--- src/rtl/datain_pkt_rx_if.sv ---
// datain_pkt_rx_if: datain byte-stream input plus the committed-packet output stream and status pulses.
interface datain_pkt_rx_if;
    logic       packet_valid;
    logic [7:0] data_in;
    logic [7:0] dout;
    logic       dout_valid;
    logic       dout_ready;
    logic       dout_sop;
    logic       dout_eop;
    logic       pkt_ok;
    logic       parity_err;
    logic       len_err;
    logic       ovf_err;
    logic       busy;
    modport master (
        output packet_valid, data_in, dout_ready,
        input  dout, dout_valid, dout_sop, dout_eop, pkt_ok, parity_err, len_err, ovf_err, busy
    );
    modport slave (
        input  packet_valid, data_in, dout_ready,
        output dout, dout_valid, dout_sop, dout_eop, pkt_ok, parity_err, len_err, ovf_err, busy
    );
endinterface

--- src/rtl/datain_pkt_rx.sv ---
// datain_pkt_rx: parses datain packets, checks length/parity, and releases only good packets
// from a FIFO that is written speculatively and committed or rewound at packet end.
module datain_pkt_rx #(
    parameter int DEPTH = 64
) (
    input logic clk,
    input logic rst,
    datain_pkt_rx_if.slave bus
);
    localparam int AW = $clog2(DEPTH);
    typedef enum logic [2:0] {IDLE, PAYLOAD, PARITY, END, DROP} state_t;
    state_t state, state_n;
    logic [AW:0] rd, wr_spec, wr_cmt, wr_spec_n, wr_cmt_n;
    logic [7:0] acc, acc_n;
    logic [5:0] cnt, cnt_n, hdr_len;
    logic par_ok, par_ok_n, sop_flag, we, weop, rewind, take;
    logic ok_n, perr_n, lerr_n, oerr_n;
    logic [AW+1:0] need;
    logic [8:0] mem [DEPTH];
    logic [8:0] head;

    assign hdr_len = bus.data_in[7:2];
    // entries the packet needs (header + payload) on top of what is already buffered
    assign need = (AW+2)'(wr_spec - rd) + (AW+2)'(hdr_len) + (AW+2)'(1);
    assign head = mem[rd[AW-1:0]];
    assign take = bus.dout_valid & bus.dout_ready;
    assign bus.dout_valid = rd != wr_cmt;
    assign bus.dout = bus.dout_valid ? head[7:0] : 8'd0;
    assign bus.dout_eop = bus.dout_valid & head[8];
    assign bus.dout_sop = bus.dout_valid & sop_flag;
    assign bus.busy = state != IDLE;

    always_comb begin
        state_n = state;
        acc_n = acc;
        cnt_n = cnt;
        par_ok_n = par_ok;
        wr_cmt_n = wr_cmt;
        we = 1'b0;
        weop = 1'b0;
        rewind = 1'b0;
        ok_n = 1'b0;
        perr_n = 1'b0;
        lerr_n = 1'b0;
        oerr_n = 1'b0;
        case (state)
            IDLE: if (bus.packet_valid) begin
                if (hdr_len == 6'd0) begin
                    lerr_n = 1'b1;
                    state_n = DROP;
                end else if (need > (AW+2)'(DEPTH)) begin
                    oerr_n = 1'b1;
                    state_n = DROP;
                end else begin
                    we = 1'b1;
                    acc_n = bus.data_in;
                    cnt_n = hdr_len;
                    state_n = PAYLOAD;
                end
            end
            PAYLOAD: if (bus.packet_valid) begin
                we = 1'b1;
                weop = cnt == 6'd1;
                acc_n = acc ^ bus.data_in;
                cnt_n = cnt - 6'd1;
                state_n = cnt == 6'd1 ? PARITY : PAYLOAD;
            end else begin
                lerr_n = 1'b1;
                rewind = 1'b1;
                state_n = IDLE;
            end
            PARITY: if (bus.packet_valid) begin
                par_ok_n = bus.data_in == acc;
                state_n = END;
            end else begin
                lerr_n = 1'b1;
                rewind = 1'b1;
                state_n = IDLE;
            end
            END: if (bus.packet_valid) begin
                lerr_n = 1'b1;
                rewind = 1'b1;
                state_n = DROP;
            end else begin
                ok_n = par_ok;
                perr_n = !par_ok;
                rewind = !par_ok;
                wr_cmt_n = par_ok ? wr_spec : wr_cmt;
                state_n = IDLE;
            end
            DROP: state_n = bus.packet_valid ? DROP : IDLE;
            default: state_n = IDLE;
        endcase
        wr_spec_n = rewind ? wr_cmt : wr_spec + (AW+1)'(we);
    end

    always_ff @(posedge clk or posedge rst) begin
        if (rst) begin
            state <= IDLE;
            rd <= '0;
            wr_spec <= '0;
            wr_cmt <= '0;
            acc <= '0;
            cnt <= '0;
            par_ok <= 1'b0;
            sop_flag <= 1'b1;
            bus.pkt_ok <= 1'b0;
            bus.parity_err <= 1'b0;
            bus.len_err <= 1'b0;
            bus.ovf_err <= 1'b0;
        end else begin
            state <= state_n;
            rd <= rd + (AW+1)'(take);
            wr_spec <= wr_spec_n;
            wr_cmt <= wr_cmt_n;
            acc <= acc_n;
            cnt <= cnt_n;
            par_ok <= par_ok_n;
            sop_flag <= take ? head[8] : sop_flag;
            bus.pkt_ok <= ok_n;
            bus.parity_err <= perr_n;
            bus.len_err <= lerr_n;
            bus.ovf_err <= oerr_n;
        end
    end

    always_ff @(posedge clk) begin
        if (we && !rst) mem[wr_spec[AW-1:0]] <= {weop, bus.data_in};
    end
endmodule

--- src/flat_wrapper.sv ---
// flat-port wrapper written by rule: the top's interface ports become plain ports
module datain_pkt_rx_flat 
#(
    parameter int DEPTH = 64
)
  (clk, rst, bus_packet_valid, bus_data_in, bus_dout_ready, bus_dout, bus_dout_valid, bus_dout_sop, bus_dout_eop, bus_pkt_ok, bus_parity_err, bus_len_err, bus_ovf_err, bus_busy);
  datain_pkt_rx_if bus_i ();
  input logic clk;
  input logic rst;
  input wire logic [$bits(bus_i.packet_valid)-1:0] bus_packet_valid;
  input wire logic [$bits(bus_i.data_in)-1:0] bus_data_in;
  input wire logic [$bits(bus_i.dout_ready)-1:0] bus_dout_ready;
  output wire logic [$bits(bus_i.dout)-1:0] bus_dout;
  output wire logic [$bits(bus_i.dout_valid)-1:0] bus_dout_valid;
  output wire logic [$bits(bus_i.dout_sop)-1:0] bus_dout_sop;
  output wire logic [$bits(bus_i.dout_eop)-1:0] bus_dout_eop;
  output wire logic [$bits(bus_i.pkt_ok)-1:0] bus_pkt_ok;
  output wire logic [$bits(bus_i.parity_err)-1:0] bus_parity_err;
  output wire logic [$bits(bus_i.len_err)-1:0] bus_len_err;
  output wire logic [$bits(bus_i.ovf_err)-1:0] bus_ovf_err;
  output wire logic [$bits(bus_i.busy)-1:0] bus_busy;
  assign bus_i.packet_valid = bus_packet_valid;
  assign bus_i.data_in = bus_data_in;
  assign bus_i.dout_ready = bus_dout_ready;
  assign bus_dout = bus_i.dout;
  assign bus_dout_valid = bus_i.dout_valid;
  assign bus_dout_sop = bus_i.dout_sop;
  assign bus_dout_eop = bus_i.dout_eop;
  assign bus_pkt_ok = bus_i.pkt_ok;
  assign bus_parity_err = bus_i.parity_err;
  assign bus_len_err = bus_i.len_err;
  assign bus_ovf_err = bus_i.ovf_err;
  assign bus_busy = bus_i.busy;
  datain_pkt_rx #(.DEPTH(DEPTH)) u_core (.clk(clk), .rst(rst), .bus(bus_i));
endmodule
--- config.mk ---
export PLATFORM = sky130hd
export DESIGN_NAME = datain_pkt_rx_flat
export DESIGN_NICKNAME = d
export VERILOG_FILES = /design/src/rtl/datain_pkt_rx_if.sv /design/src/rtl/datain_pkt_rx.sv /design/src/flat_wrapper.sv
export SDC_FILE = /design/constraint.sdc
export NUM_CORES = 1
export LEC_CHECK = 0
export ABC_AREA = 1
export BUFFER_PORTS_ARGS = -buffer_cell sky130_fd_sc_hd__buf_2
export CAP_MARGIN = 20
export CORE_ASPECT_RATIO = 1.5
export CORE_MARGIN = 5
export CORE_UTILIZATION = 25
export DETAILED_ROUTE_END_ITERATION = 10
export PLACE_DENSITY = 0.41
export SLEW_MARGIN = 20
export SYNTH_ARGS = -nofsm -noshare
export SYNTH_HDL_FRONTEND = slang
export SYNTH_SLANG_ARGS = --single-unit
--- constraint.sdc ---
create_clock -name clk -period 3.2 [get_ports clk]
set_input_delay 0.16 -clock clk [delete_from_list [all_inputs] [get_ports clk]]
set_output_delay 0.16 -clock clk [all_outputs]
set_load 0.005 [all_outputs]
; Word-level counts from Yosys, hierarchy flattened
; Memories as Yosys holds them, arrays and structs flattened.
; Cells that the tools add are included.
[totals]
in_bits = 12
memories = 1
register_bits = 44
elab_cells = 91
ram_bits = 576
out_inout_bits = 16
[memory_table]
columns = name, words, width, rd, rd_clocked_by_memory_dff, wr, line
row1 = u_core.mem, 64, 9, 1, 0, 1, datain_pkt_rx.sv:19  ; logic [8:0] mem [DEPTH];
[op_classes]
n_eq_ne = 11
muxes = 43
addsub = 6
n_reduce_logical = 12
magnitude_cmp = 1
bitwise = 5
[ops]
columns = operator, count
row1 = 8-bit two-way mux, 5
row2 = 6-bit two-way mux, 4
row3 = 1-bit two-way mux, 20
row4 = 8-bit case mux with 2 select lines, 1
row5 = 3-bit two-way mux, 5
row6 = 7-bit by 1-bit adder with 7-bit output, 2
row7 = 3-bit case mux with 4 select lines, 1
row8 = 6-bit case mux with 2 select lines, 1
row9 = "8-bit by 1-bit adder with 8-bit output, second input constant", 1
row10 = 8-bit by 6-bit adder with 8-bit output, 1
row11 = 8-bit == test, 1
row12 = "8-bit by 7-bit greater-than comparator with 1-bit output, second input constant", 1
row13 = "2-bit != test, second input constant", 4
row14 = 7-bit by 7-bit subtractor with 8-bit output, 1
row15 = 8-bit bitwise XOR, 1
row16 = 7-bit two-way mux, 1
row17 = 7-bit != test, 1
row18 = "3-bit by 2-bit == test with 1-bit output, second input constant", 2
row19 = "6-bit by 1-bit == test with 1-bit output, second input constant", 1
row20 = 6-bit logical NOT, 1
row21 = "6-bit by 1-bit subtractor with 6-bit output, second input constant", 1
row22 = 5-bit AND reduction, 1
row23 = 2-bit two-way mux, 2
row24 = 1-bit case mux with 2 select lines, 2
row25 = 13 further kinds, 17

; Longest topological paths before layout
[logic_depth]
ltp_word = 11
mapped_depth = 24
depth_no_buf = 23

; Worst setup path after synthesis
; OpenSTA, ideal clock, no wires.
[synth_path]
path_kind = reg-to-reg
start = register u_core.wr_spec[2]
end = memory u_core.mem[11][0] (enable)
synth_period_minus_slack_ns = 3.429
setup_time_ns = 0.375
path_stages_with_launch = 19
arrival_ns = 3.055
required_ns = 2.825
path_slack_ns = -0.229
path_buffers = 1
cell_sequence = dfrtp_1 -> clkbuf_1 -> inv_1 -> fa_1 -> inv_1 -> ha_1 -> nand2_1 -> nand2_1 -> nand2_1 -> nand3_1 -> nand2_1 -> nand2_1 -> inv_1 -> nand2_1 -> nand2_2 -> nand3_2 -> nand2_2 -> nand4_1 -> nor2_1
[synth_via]
elab_chain_cells = 11
[synth_rtl]
columns = item, line
row1 = "start, declared", datain_pkt_rx.sv:13  ; logic [AW:0] rd, wr_spec, wr_cmt, wr_spec_n, wr_cmt_n;
row2 = "start signal, assigned", datain_pkt_rx.sv:114  ; wr_spec <= wr_spec_n;
row3 = 7-bit by 7-bit subtractor with 8-bit output, datain_pkt_rx.sv:24  ; assign need = (AW+2)'(wr_spec - rd) + (AW+2)'(hdr_len) + (AW+2)'(1);
row4 = 8-bit by 6-bit adder with 8-bit output, datain_pkt_rx.sv:24
row5 = 8-bit by 1-bit adder with 8-bit output, datain_pkt_rx.sv:24
row6 = 8-bit by 7-bit greater-than comparator with 1-bit output, datain_pkt_rx.sv:51  ; end else if (need > (AW+2)'(DEPTH)) begin
row7 = 1-bit two-way mux, datain_pkt_rx.sv:51
row8 = 1-bit two-way mux, datain_pkt_rx.sv:48  ; if (hdr_len == 6'd0) begin
row9 = 1-bit two-way mux, datain_pkt_rx.sv:47  ; IDLE: if (bus.packet_valid) begin
row10 = 1-bit case mux with 2 select lines, datain_pkt_rx.sv:46  ; case (state)
row11 = 1-bit logical AND, datain_pkt_rx.sv:128  ; if (we && !rst) mem[wr_spec[AW-1:0]] <= {weop, bus.data_in};
row12 = 1-bit two-way mux, datain_pkt_rx.sv:128
row13 = 1-bit two-way mux (implied by the code), datain_pkt_rx.sv:128
row14 = "end, declared", datain_pkt_rx.sv:19
; Parallel ways exist; a longest one is shown, timed or not.

; Final worst setup path
[layout_path]
start = register u_core.rd[0]
end = register u_core.wr_spec[6]
[layout_via]
elab_chain_cells = 10
[layout_rtl]
columns = item, line
row1 = "start, declared", datain_pkt_rx.sv:13
row2 = "start signal, assigned", datain_pkt_rx.sv:113  ; rd <= rd + (AW+1)'(take);
row3 = 7-bit by 7-bit subtractor with 8-bit output, datain_pkt_rx.sv:24
row4 = 8-bit by 6-bit adder with 8-bit output, datain_pkt_rx.sv:24
row5 = 8-bit by 1-bit adder with 8-bit output, datain_pkt_rx.sv:24
row6 = 8-bit by 7-bit greater-than comparator with 1-bit output, datain_pkt_rx.sv:51
row7 = 1-bit two-way mux, datain_pkt_rx.sv:51
row8 = 1-bit two-way mux, datain_pkt_rx.sv:48
row9 = 1-bit two-way mux, datain_pkt_rx.sv:47
row10 = 1-bit case mux with 2 select lines, datain_pkt_rx.sv:46
row11 = 7-bit by 1-bit adder with 7-bit output, datain_pkt_rx.sv:94  ; wr_spec_n = rewind ? wr_cmt : wr_spec + (AW+1)'(we);
row12 = 7-bit two-way mux, datain_pkt_rx.sv:94
row13 = net u_core.wr_spec_n[6], datain_pkt_rx.sv:13
; The timed path passes the listed nets, and every way through them passes these cells.
; A chain may end at the register's enable or synchronous reset.

==> results_dict.tcl <==
set metrics [dict create \
    hpwl_mm 56.4 \
    coreArea_sq_um 103000 \
    worstSetupEndpointType "flop" \
    clock_latency_ns 0.67 \
    first_pass_iters 6 \
    critical-path-top-cell-by-count "sky130_fd_sc_hd__ha_4" \
    cell_with_the_largest_stage_delay_on_the_worst_path "sky130_fd_sc_hd__fa_2" \
    drv_slew 0 \
    cts_num_sinks 620 \
    finalHoldViolations 0 \
    die_width_um 273 \
    first_pass_grt_wire_length_mm 133 \
    floorplan.die.height_um 404 \
    max_slew_margin_vs_limit_pct 15.5 \
    achievable_freq_mhz 303 \
    gp_congestion 0.859 \
    first_iter_violations 1379 \
    postSynthNetCount 2173 \
    timing.final.crit_share_pct 103 \
    worst_ep_arrival_time_ns 3.82 \
    timing.critical_path.cells "fa_2 -> inv_2 -> ha_4 -> inv_2 -> nand2_2 -> nand3_2 -> nor2_2 -> nand3_1 -> nor2_1 -> nand2_1 -> nand2_2 -> nand3_2 -> nand2_4 -> buf_12 -> nand2_4 -> inv_4 -> ha_4 -> ha_4 -> nand3_4 -> nor3_4 -> xor2_1 -> o21ai_1" \
    path_clk_slew_ns 0.07 \
    holdCritStartpoint "bus_data_in[0]" \
    synthesis.instances 2139 \
    synth-seq-cells 620 \
    postSynth.asyncResetShare_pct 7.10 \
    max_slew.worst_pin.slew_ns 1.26 \
    ff2ff_path_depth 22 \
    synth_warnings 0 \
    worst-path-max-fanout 4 \
    depth_of_the_cts_h_tree 2 \
    first_global_vias 18900 \
    min_to "u_core.acc[0]" \
    postSynthAreaPerCell_sq_um 12.1 \
    cts_tree "built" \
    crit_type "flop to flop" \
    floorplan.die_area_sq_um 110000 \
    post-synth-top-area-cell "sky130_fd_sc_hd__edfxtp_1" \
    placement.io_buffers 27 \
    groute.usage.overall_pct 16.6 \
    row_count 144 \
    detail_route.wl_per_cell_um 25.6 \
    cts_inserted_buffers 59 \
    pin_count_of_the_biggest_net_entering_global_routing 69 \
    capture_point_of_the_worst_reg_to_reg_path "u_core.wr_spec[6]" \
    ys_dominant_reg_cell "sky130_fd_sc_hd__edfxtp_1" \
    cap_violations 0 \
    drt.antenna.violating_nets 0 \
    power.static_leakage_nw 12.0 \
    routed_via_density 4.87 \
    yosys.area.top_type_share_pct 66.8 \
    final_layout_setup_total_negative_slack_ns -10.21 \
    finalClockSkew_ns 0.0415 \
    setup_slack_ns -0.103 \
    holdCritPathClass "input pin to flop" \
    area_growth_syn_to_layout_pct 35.1 \
    netlist_top_cells_area "sky130_fd_sc_hd__edfxtp_1 67%, sky130_fd_sc_hd__nor2_1 6.5%, sky130_fd_sc_hd__o21ai_0 6.1%, sky130_fd_sc_hd__dfrtp_1 4.2%, sky130_fd_sc_hd__nand2_1 2.6%" \
    area_of_the_mapped_netlist_sq_um 25900 \
    drt_wl_total_mm 96.9 \
    power_density_nw_per_um2 945 \
    route.detailed.drc 0 \
    outcome "finished with violations" \
    post_route_cells_drive_above_1_share_pct 28.8 \
    grt_antenna_before_repair 2 \
    yosysUniqueCellTypes 46 \
    final_stage_net_count 2462 \
    boundaryPins 28 \
    cts_max_path_buffers 3 \
    seq_area_frac_synth_pct 71.1 \
    route.vias.total 18500 \
    floorplan.initialDensity_pct 25.2 \
    ff2ff_setup_slack_ns -0.10 \
    ctsRootBufferMaster "sky130_fd_sc_hd__clkbuf_16" \
    peakVddDrop_v 0.000519 \
    final_period_minus_worst_setup_slack_ns 3.30 \
    data_required_time_at_the_worst_endpoint_ns 3.72 \
    num_antenna_cells 0 \
    timing.hold.worst_path_depth 3 \
    count_of_flip_flops_with_a_built_in_enable_after_synthesis 576 \
    violations "setup timing" \
    pre_cts_slack_ns -0.309 \
    cp-start-kind "flop" \
    reg2reg_from "u_core.rd[0]" \
    setup_violations 387 \
    grt_setup_unrepaired "true" \
    cp_slowest_stage_delay_ns 0.56 \
    grt_overflow 0 \
]
## timing repair
action	4_1_cts	5_1_grt
pin swaps	55	128
hold buffers	4	0
gates resized for setup	326	328
endpoints found under the setup margin	580	596
endpoints found under the hold margin	16	0
gates cloned	50	20
buffers inserted	24	32
## layout by cell type (no fill, tap or decap), types with 40 or more instances in the layout
master and instances:
sky130_fd_sc_hd__o211ai_1 61, sky130_fd_sc_hd__buf_12 57, sky130_fd_sc_hd__buf_4 109, sky130_fd_sc_hd__o21ai_0 228
sky130_fd_sc_hd__nor2_1 358, sky130_fd_sc_hd__edfxtp_1 576, sky130_fd_sc_hd__o21ai_1 60, sky130_fd_sc_hd__dfrtp_1 40
sky130_fd_sc_hd__o22ai_1 57, sky130_fd_sc_hd__nand3_1 44, sky130_fd_sc_hd__buf_6 105, sky130_fd_sc_hd__inv_1 54
sky130_fd_sc_hd__nand2_1 152, sky130_fd_sc_hd__clkbuf_16 70, sky130_fd_sc_hd__nor2_4 79
## cells in the mapped netlist (21+ instances only)
master                     instances
sky130_fd_sc_hd__o22ai_1          82
sky130_fd_sc_hd__inv_1            62
sky130_fd_sc_hd__nor2_1          451
sky130_fd_sc_hd__dfrtp_1          43
sky130_fd_sc_hd__nand2_1         181
sky130_fd_sc_hd__clkbuf_1         60
sky130_fd_sc_hd__edfxtp_1        576
sky130_fd_sc_hd__a21oi_1          41
sky130_fd_sc_hd__nand3_1          82
sky130_fd_sc_hd__o21ai_0         313
sky130_fd_sc_hd__o211ai_1         61
sky130_fd_sc_hd__buf_2            44
sky130_fd_sc_hd__xor2_1           21
## critical path: cells and delay by family (launching register included)
kind | cells | cell delay (ns)
simple gates | 12 | 0.98
compound gates | 1 | 0.09
fa+ha+maj | 4 | 1.11
buf+inv | 4 | 0.28
xor+xnor | 1 | 0.17
flops | 1 | 0.52
## cells by family (layout without fill, tap and decap cells)
logic type,Yosys count,in the layout,share of synthesized area [%]
and+or+nand+nor,759,762,12.2
DFF,620,620,71.1
AOI/OAI and AO/OA,512,512,11.1
buffers and inverters,198,530,3.44
xor gates and xnor gates,26,26,0.880
adders and majority gates,22,22,1.24
muxes,2,2,0.0774
## through the flow
| step | hold WS [ns] | utilization [%] | instance area, sq um | std cells | total power [W] |
|---|---|---|---|---|---|
| global route | 0.0762 | 34.0 | 35000 | 3788 | 0.0345 |
| global placement | 0.405 | 28.5 | 29200 | 3560 | 0.0209 |
| detailed placement | 0.425 | 28.5 | 29200 | 3560 | 0.0209 |
| floorplan | 0.233 | - | 26000 | 2139 | 0.0160 |
| finish | 0.0820 | 34.0 | 35000 | 3788 | 0.0330 |
| CTS | 0.0679 | 32.5 | 33400 | 3745 | 0.0311 |
## state kept, by name, summed over array words and instances (netlist names)
name	count
u_core.bus.parity_err	1
u_core.bus.pkt_ok	1
u_core.sop_flag	1
u_core.par_ok	1
u_core.bus.len_err	1
u_core.bus.ovf_err	1
u_core.state	3
u_core.wr_spec	7
u_core.cnt	6
u_core.wr_cmt	7
u_core.rd	7
u_core.mem	576
u_core.acc	8
## report_power, final
group / switching [W] / internal (W)
Sequential: 0.000185 / 0.00913
Clock: 0.00322 / 0.00426
Combinational: 0.00990 / 0.00634
## metal layers
layer	vias up	routed length, um	global-route usage, %
met5	-	13	0
met4	2	4440	6.58
met3	172	3780	1.79
met2	507	51500	30.9
met1	9431	37100	19.3
li1	8341	-	-
## cell type report
cell class / count / area (sq um)
fillers: 10100 / 67700
inverters: 73 / 328
multi-input cells: 1324 / 8090
flip-flops and latches: 620 / 18400
well taps: 1314 / 1640
clock buffers: 68 / 1530
repair buffers: 346 / 4350
clock inverters: 39 / 514
repair inverters: 4 / 106
## worst max-delay path by stage
stage	end	startpoint	slack, ns
2_1_floorplan	u_core.mem[19][0]	u_core.wr_spec[4]	-0.23
3_3_place_gp	u_core.mem[5][6]	bus_data_in[4]	-0.36
3_5_place_dp	u_core.mem[5][0]	bus_data_in[4]	-0.31
4_1_cts	u_core.wr_spec[6]	u_core.rd[0]	-0.12
5_1_grt	u_core.wr_spec[6]	u_core.rd[0]	-0.27
6_report	u_core.wr_spec[6]	u_core.rd[0]	-0.10
Power figures use the tool's default switching activity.
